### config.mk
export PLATFORM = sky130hd
export DESIGN_NAME = lsu_stage
export DESIGN_NICKNAME = d
export VERILOG_FILES = /design/src/rtl/lsu_stage.sv
export SDC_FILE = /design/constraint.sdc
export NUM_CORES = 1
export LEC_CHECK = 0
export CORE_AREA = 2 2 222 224
export CTS_BUF_LIST = sky130_fd_sc_hd__clkbuf_2 sky130_fd_sc_hd__clkbuf_4 sky130_fd_sc_hd__clkbuf_8
export DETAILED_ROUTE_END_ITERATION = 6
export DIE_AREA = 0 0 224 226
export SYNTH_ARGS = -nofsm -noshare
export SYNTH_HDL_FRONTEND = slang
export SYNTH_SLANG_ARGS = --single-unit
### constraint.sdc
create_clock -name clk -period 6.71 [get_ports clk]
set_clock_uncertainty 0.2 [all_clocks]
set_input_delay 1.0065 -clock clk [delete_from_list [all_inputs] [get_ports clk]]
set_output_delay 1.0065 -clock clk [all_outputs]
set_load 0.01 [all_outputs]
### src/rtl/lsu_stage.sv
// Memory stage of the pipeline: issues lane-aligned load/store requests, stalls until
// the memory side responds, formats load data and holds the MEM/WB register.
module lsu_stage #(
    parameter int XLEN   = 64,
    parameter int ADDR_W = 16
) (
    input  logic                                  clk,
    input  logic                                  rst,
    input  logic                                  RegWriteEnM,
    input  logic                                  MemtoRegM,
    input  logic                                  JALM,
    input  logic                                  MemReadEnM,
    input  logic                                  MemWriteEnM,
    input  logic [1:0]                            SizeM,
    input  logic                                  UnsignedM,
    input  logic [4:0]                            RdM,
    input  logic [XLEN-1:0]                       PcPlus4M,
    input  logic [XLEN-1:0]                       ReadData2M,
    input  logic [XLEN-1:0]                       ALUResultM,
    output logic                                  mem_req,
    output logic                                  mem_we,
    output logic [ADDR_W-$clog2(XLEN/8)-1:0]      mem_addr,
    output logic [XLEN/8-1:0]                     mem_be,
    output logic [XLEN-1:0]                       mem_wdata,
    input  logic                                  mem_ready,
    input  logic                                  mem_rvalid,
    input  logic [XLEN-1:0]                       mem_rdata,
    output logic                                  StallM,
    output logic                                  RegWriteEnW,
    output logic                                  MemtoRegW,
    output logic                                  JALW,
    output logic                                  MisalignW,
    output logic [4:0]                            RdW,
    output logic [XLEN-1:0]                       PcPlus4W,
    output logic [XLEN-1:0]                       ALUResultW,
    output logic [XLEN-1:0]                       ReadDataW
);
    localparam int NB    = XLEN / 8;
    localparam int OFF_W = $clog2(NB);
    localparam int LW    = $clog2(XLEN);

    typedef enum logic [1:0] {IDLE, WAIT_ACK, WAIT_DATA} state_t;
    state_t state, state_nx;

    logic             access, is_write, misaligned, aligned;
    logic             req, stall, capture_load;
    logic [OFF_W-1:0] offset;
    logic [3:0]       size_low;
    logic [7:0]       size_mask;
    logic [XLEN-1:0]  shifted, low_mask, load_data;
    logic [LW-1:0]    sign_idx;

    assign offset     = ALUResultM[OFF_W-1:0];
    assign access     = MemReadEnM | MemWriteEnM;
    assign is_write   = MemWriteEnM;
    assign size_low   = (4'd1 << SizeM) - 4'd1;
    assign misaligned = ((offset & size_low[OFF_W-1:0]) != '0) || ((XLEN == 32) && (SizeM == 2'b11));
    assign aligned    = access & ~misaligned;

    always_ff @(posedge clk or posedge rst) begin
        if (rst) state <= IDLE;
        else     state <= state_nx;
    end

    always_comb begin
        state_nx     = state;
        req          = 1'b0;
        stall        = 1'b0;
        capture_load = 1'b0;
        case (state)
            IDLE: begin
                if (aligned) begin
                    req = 1'b1;
                    if (!(mem_ready && is_write)) begin
                        stall    = 1'b1;
                        state_nx = mem_ready ? WAIT_DATA : WAIT_ACK;
                    end
                end
            end
            WAIT_ACK: begin
                req   = 1'b1;
                stall = 1'b1;
                if (mem_ready) begin
                    if (is_write) begin
                        stall    = 1'b0;
                        state_nx = IDLE;
                    end else begin
                        state_nx = WAIT_DATA;
                    end
                end
            end
            WAIT_DATA: begin
                stall = 1'b1;
                if (mem_rvalid) begin
                    stall        = 1'b0;
                    capture_load = 1'b1;
                    state_nx     = IDLE;
                end
            end
            default: state_nx = IDLE;
        endcase
    end

    assign mem_req  = req & ~rst;
    assign StallM   = stall & ~rst;
    assign mem_we   = mem_req & is_write;
    assign mem_addr = ALUResultM[ADDR_W-1:OFF_W];

    always_comb begin
        case (SizeM)
            2'b00:   size_mask = 8'h01;
            2'b01:   size_mask = 8'h03;
            2'b10:   size_mask = 8'h0F;
            default: size_mask = 8'hFF;
        endcase
    end

    assign mem_be = size_mask[NB-1:0] << offset;

    // Store data is replicated so every lane carries it; mem_be selects the live bytes.
    always_comb begin
        case (SizeM)
            2'b00:   mem_wdata = {NB{ReadData2M[7:0]}};
            2'b01:   mem_wdata = {(NB/2){ReadData2M[15:0]}};
            2'b10:   mem_wdata = {(NB/4){ReadData2M[31:0]}};
            default: mem_wdata = ReadData2M;
        endcase
    end

    always_comb begin
        low_mask = '0;
        for (int i = 0; i < XLEN; i++) low_mask[i] = size_mask[i/8];
    end

    assign shifted   = mem_rdata >> {offset, 3'b000};
    assign sign_idx  = LW'((8 << SizeM) - 1);
    // A full-width mask leaves ~low_mask empty, so full loads ignore UnsignedM.
    assign load_data = (shifted & low_mask) | ((!UnsignedM && shifted[sign_idx]) ? ~low_mask : '0);

    always_ff @(posedge clk or posedge rst) begin
        if (rst) begin
            RegWriteEnW <= 1'b0;
            MemtoRegW   <= 1'b0;
            JALW        <= 1'b0;
            MisalignW   <= 1'b0;
            RdW         <= '0;
            PcPlus4W    <= '0;
            ALUResultW  <= '0;
            ReadDataW   <= '0;
        end else if (stall) begin
            RegWriteEnW <= 1'b0;
            MisalignW   <= 1'b0;
        end else begin
            RegWriteEnW <= RegWriteEnM & ~(access & misaligned);
            MisalignW   <= access & misaligned;
            MemtoRegW   <= MemtoRegM;
            JALW        <= JALM;
            RdW         <= RdM;
            PcPlus4W    <= PcPlus4M;
            ALUResultW  <= ALUResultM;
            if (capture_load) ReadDataW <= load_data;
        end
    end
endmodule

==> After elaboration in Yosys (flattened, before gate mapping) <==
Index checks and enable logic that the tools add are counted.
{ "totals": {"rom_bits": 0, "inputBits": 273, "latch_bits": 0, "mem_count": 0, "mem_bits_rw": 0, "register_bits": 203, "elab_cells": 71, "out_inout_bits": 289} }
{ "op_classes": {"shift": 4, "mux": 24, "reduce_logical": 8, "magnitude_cmp": 1, "multipliers": 0, "bitwise": 15, "div_mod_pow": 0, "addsub": 2, "eq_ne": 8} }
{ "ops": {"columns": ["cell", "count"], "rows": [
  ["64-bit case mux with 3 select lines", 1],
  ["64-bit bitwise AND", 1],
  ["64-bit two-way mux", 1],
  ["64-bit NOT", 1],
  ["64-bit OR", 1],
  ["64-bit by 6-bit right shift with 64-bit output", 1],
  ["8-bit case mux with 3 select lines", 1],
  ["2-bit two-way mux", 6],
  ["1-bit two-way mux", 11],
  ["2-bit inequality test (second input constant)", 4],
  ["8-bit by 3-bit left shift with 8-bit output", 1],
  ["6-bit by 7-bit less-than comparator with 1-bit output (second input constant)", 1],
  ["1-bit bitwise AND", 6],
  ["1-bit binary-select mux with 6-bit select", 1],
  ["2-bit case mux with 3 select lines", 1],
  ["4-bit by 2-bit left shift with 6-bit output (first input constant)", 1],
  ["6-bit by 2-bit subtractor with 6-bit output (second input constant)", 1],
  ["2-bit by 1-bit == test with 1-bit output (second input constant)", 2],
  ["2-bit == test (second input constant)", 2],
  ["2-bit logical NOT", 2],
  ["1-bit NOT", 4],
  ["4-bit AND reduction", 1],
  ["3-bit bitwise AND", 1],
  ["1-bit case mux with 3 select lines", 1],
  ["8 further kinds", 9]
]} }

==> Logic depth before layout (Yosys ltp) <==
{ "logic_depth": {"depth_word": 10, "ltp_mapped": 8, "ltp_nobuf": 5} }

==> Worst setup path after synthesis <==
OpenSTA, ideal clock, no wires.
{ "synth_path": {"path_type": "input -> output", "start": "in rst", "end": "out StallM", "setup_slack_ns": -0.239, "t_required_ns": 5.503, "n_path_buf": 0, "t_arrival_ns": 5.743, "stages": 2, "path_cell_list": "inv_1 -> and2_1"} }
{ "synth_via": {"elab_chain_len": 2} }
{ "synth_lines": {"columns": ["item", "line", "rtl"], "rows": [
  ["from (decl)", "8", "input logic rst,"],
  ["1-bit NOT", "105", "assign StallM = stall & ~rst;"],
  ["1-bit bitwise AND", "105", null],
  ["to (decl)", "28", "output logic StallM,"]
]} }
No other way between the ends.

==> Worst setup path in the final report <==
{ "layout_path": {"start": "in SizeM[1]", "end": "out mem_we"} }
{ "layout_via": {"elab_chain_len": 10} }
{ "layout_lines": {"columns": ["item", "line", "rtl"], "rows": [
  ["from (decl)", "14", "input logic [1:0] SizeM,"],
  ["1-bit by 2-bit left shift with 3-bit output", "56", "assign size_low = (4'd1 << SizeM) - 4'd1;"],
  ["3-bit by 1-bit subtractor with 3-bit output", "56", null],
  ["3-bit bitwise AND", "57", "assign misaligned = ((offset & size_low[OFF_W-1:0]) != '0) || ((XLEN == 32) && (SizeM == 2'b11));"],
  ["3-bit nonzero test", "57", null],
  ["1-bit NOT", "58", "assign aligned = access & ~misaligned;"],
  ["1-bit bitwise AND", "58", null],
  ["1-bit two-way mux", "72", "if (aligned) begin"],
  ["1-bit case mux with 2 select lines", "70", "case (state)"],
  ["1-bit bitwise AND", "104", "assign mem_req = req & ~rst;"],
  ["1-bit bitwise AND", "106", "assign mem_we = mem_req & is_write;"],
  ["to (decl)", "21", "output logic mem_we,"]
]} }
No other way between the ends.

==> impl_results.md <==
- Status: finished, final reports clean
- Asr flop ratio synth: 100%
- Setup TNS: 0 ns
- TritonCTS buffer count: between 40 and 50
- CTS tree: yes
- PnR worst setup slack: between 2 and 2.5 ns
- Post-synth top area share: between 40% and 50%
- Critical path class: in2out
- Root Driver: clkbuf_8
- Yosys warns: 0
- Final Cycle Share: between 60% and 70%
- # DRC: 0
- Largest family of logic cells by synthesized area: multiplexers
- Total power: 0.00518 W
- Hold Buf Count CTS: 0
- Vias in the first global route: between 10000 and 15000
- Crit. End Element: output port
- #FFs+latches synth: ~200
- Share of cells above drive strength 1: between 10% and 20%
- Worst Tran Pin Value: 1.12 ns
- Mean post-synth cell area: ~11 sq um
- Unrepaired setup endpoints after global routing: false
- DR vias: between 10000 and 15000
- Avg WL per Cell: 21.9 um
- Chip width: 224 um
- Tot GR Track Use: between 10% and 20%
- Compound-Gate Fraction of Synth Area: between 10 and 15%
- Pleak: 7.13 nW
- Setup violations, final: 0
- Clock-pin slew on the worst setup and hold paths: ~0.05 ns
- PD cells: just under 300 nW/um^2
- Fmax: approximately 220 MHz
- Mapped Cells: around 1000
- Yosys cell types: 51
- Pre-CTS setup slack: ~2.0 ns
- IR drop worst, VDD: between 0.00015 and 0.0002 V
- Most frequent CP cell: a21oi_1
- Die Y: ~230 um
- Synthesized net count: 1293
- Final wirelength: roughly 48 mm
- GRT overflow: 0
- Core area: between 40000 and 50000 sq um
- IO Pins: ~560
- # fillers: roughly 4700
- Post-Synth Simple-Gate Area: a little under 9%
- Crit path cell chain: buf_2, buf_4, a21oi_1, o21a_1, a21oi_1, nor3_1, and2_1, clkdlybuf4s50_1
- DP HPWL: ~38 mm
- Adder-cell share of the synthesized area: 0%
- Arr. time, crit path: about 3.3 ns
- CP delay by family, top: buffers and inverters
- Largest net degree at the start of global routing: between 70 and 80
- DIE AREA: just over 50000 sq um
- Dominant cell type by area after synthesis: dfrtp_1
- Post-synthesis xor/xnor area fraction: 0%
- Vias per cell: about 4.7
- Utilization after layout: between 30 and 40%
- Drt pass-1 iters: 5
- Synthesized cell area: between 10000 and 15000 sq um
- Sequential area share after synthesis: ~46%
- Slew headroom: around 25%
- Min Tclk post-route: 4.47 ns
- Routed Antenna Nets: 0
- Min Hold Slack: between 0.3 and 0.4 ns
- Mux share of post-synthesis cell area: about 26%
- Port bufs: around 560
- Initial DRC Count: between 400 and 500
- Post-CTS sizing: 0
- Num rows: 81
- Clk sinks: 203
- Gpl congestion: 0.823
- Starting Density: 22.7%
- CP Buf/Inv Count: 3
- Required @ worst endpoint: around 5.5 ns
- CP Launch Type: primary input
- H-tree depth: 2
- Worst Hold Class: reg2reg
- Synth Flop Type: dfrtp_1
- Initial antenna violation count: 2
- Worst-path fanout max: 39
- Clock Path Buffers: 3
- Nets: 1812
- Final Max Tran Viols: 0
- First-pass GRT wire length: between 60 and 70 mm
- Setup bufs post-CTS: 0
- Post-synth EDFFs: 0
- Area Growth Syn to Fin: 62.9%
- Slowest stage cell, crit path: clkdlybuf4s50_1
- Clk Latency, worst-skew pair: between 0.5 and 0.6 ns
- Max-cap check violation count: 0
- Critical Path Max Stage Delay: a little under 0.5 ns
- Synth area leaders: dfrtp_1, mux2_2, mux2i_1
- Final hold vios: 0
-- synth_stat cells, types with 14 or more instances --
| cell | instances |
|---|---|
| a31oi_1 | 16 |
| mux2_2 | 166 |
| o22ai_1 | 17 |
| a211oi_1 | 18 |
| a21oi_1 | 96 |
| o21ai_0 | 36 |
| mux2i_1 | 63 |
| clkbuf_1 | 35 |
| nand2_1 | 79 |
| dfrtp_1 | 203 |
| nor2_1 | 99 |
| buf_2 | 34 |
| buf_4 | 23 |
| mux4_2 | 14 |
-- through the flow --
stage,cells,instance area (sq um)
floorplan,1020,11000
global placement,2118,17000
detailed placement,2118,17000
finish,2190,17900
CTS,2189,17900
global route,2190,17900
-- final cells by class --
class	count	area [sq um]	share of cell area, %
Inverter	7	30.0	0.168
Multi-Input combinational cell	709	5350	30.0
Clock buffer	60	776	4.34
Tap cell	622	778	4.36
Timing Repair Buffer	577	5710	32.0
Clock inverter	11	126	0.708
Antenna cell	1	2.50	0.0140
Sequential cell	203	5080	28.4
-- layer usage --
metal | wire, um | GRT usage, % | up-vias
li1 | - | - | 4707
met5 | 13 | 0 | -
met2 | 25400 | 33.6 | 423
met4 | 1020 | 4.88 | 2
met1 | 18200 | 21.0 | 5139
met3 | 3380 | 4.66 | 62
-- state kept, by name (all words and copies together), names as in the netlist --
signal       flops
MisalignW        1
JALW             1
ReadDataW       64
state            2
PcPlus4W        64
MemtoRegW        1
RegWriteEnW      1
ALUResultW      64
RdW              5
-- path summary, 6_finish.rpt --
path / end / start / depth (start not counted) / slack, ns
max: mem_we / SizeM[1] / 8 / 2.24
min: ALUResultW[3]$_DFFE_PP0N_ / ALUResultW[3]$_DFFE_PP0N_ / 1 / 0.30
max reg2reg: ALUResultW[22]$_DFFE_PP0N_ / state[1]$_DFFE_PP0P_ / 5 / 3.32
min reg2reg: ALUResultW[3]$_DFFE_PP0N_ / ALUResultW[3]$_DFFE_PP0N_ / 1 / 0.30
max in group asynchronous: PcPlus4W[2]$_DFFE_PP0N_ / rst / 4 / 3.45
min in group asynchronous: ALUResultW[1]$_DFFE_PP0N_ / rst / 2 / 0.75
-- cell families (layout without fill, tap and decap cells) --
| kind of cell | Yosys count | after routing |
|---|---|---|
| flip-flops | 203 | 203 |
| AO/OA/AOI/OAI | 240 | 240 |
| buffers and inverters | 108 | 655 |
| multiplexers | 244 | 244 |
| AND/OR/NAND/NOR | 225 | 225 |
| other | 0 | 1 |
-- where the power goes --
group	internal, W	total (W)	leakage [nW]	switching (W)
registers	0.00156	0.00179	2.40	0.000229
clock network	0.000825	0.00142	0.475	0.000599
logic	0.00110	0.00197	4.25	0.000868
total	0.00348	0.00518	7.13	0.00170
-- cell usage in the layout (no fill, tap or decap), types with 3 or more instances in the layout --
cell type and count:
nor2_1 99, inv_1 4, mux4_2 14, clkbuf_8 52, nand2_1 79, mux2i_1 63, a211oi_2 9, a31oi_1 16
o21ai_0 36, dfrtp_1 203, or2_2 8, clkinv_2 5, o211ai_1 6, a22oi_1 11, clkdlybuf4s50_1 556, clkbuf_4 8
mux2_2 166, o31ai_1 7, buf_2 4, or3_1 9, nand2b_1 3, nor3_1 5, a21oi_1 96, a211oi_1 18
buf_4 17, nor2b_1 11, o22ai_1 17, a2bb2oi_1 8, and2_1 3
Note: power is estimated with default switching activity, not from simulation.
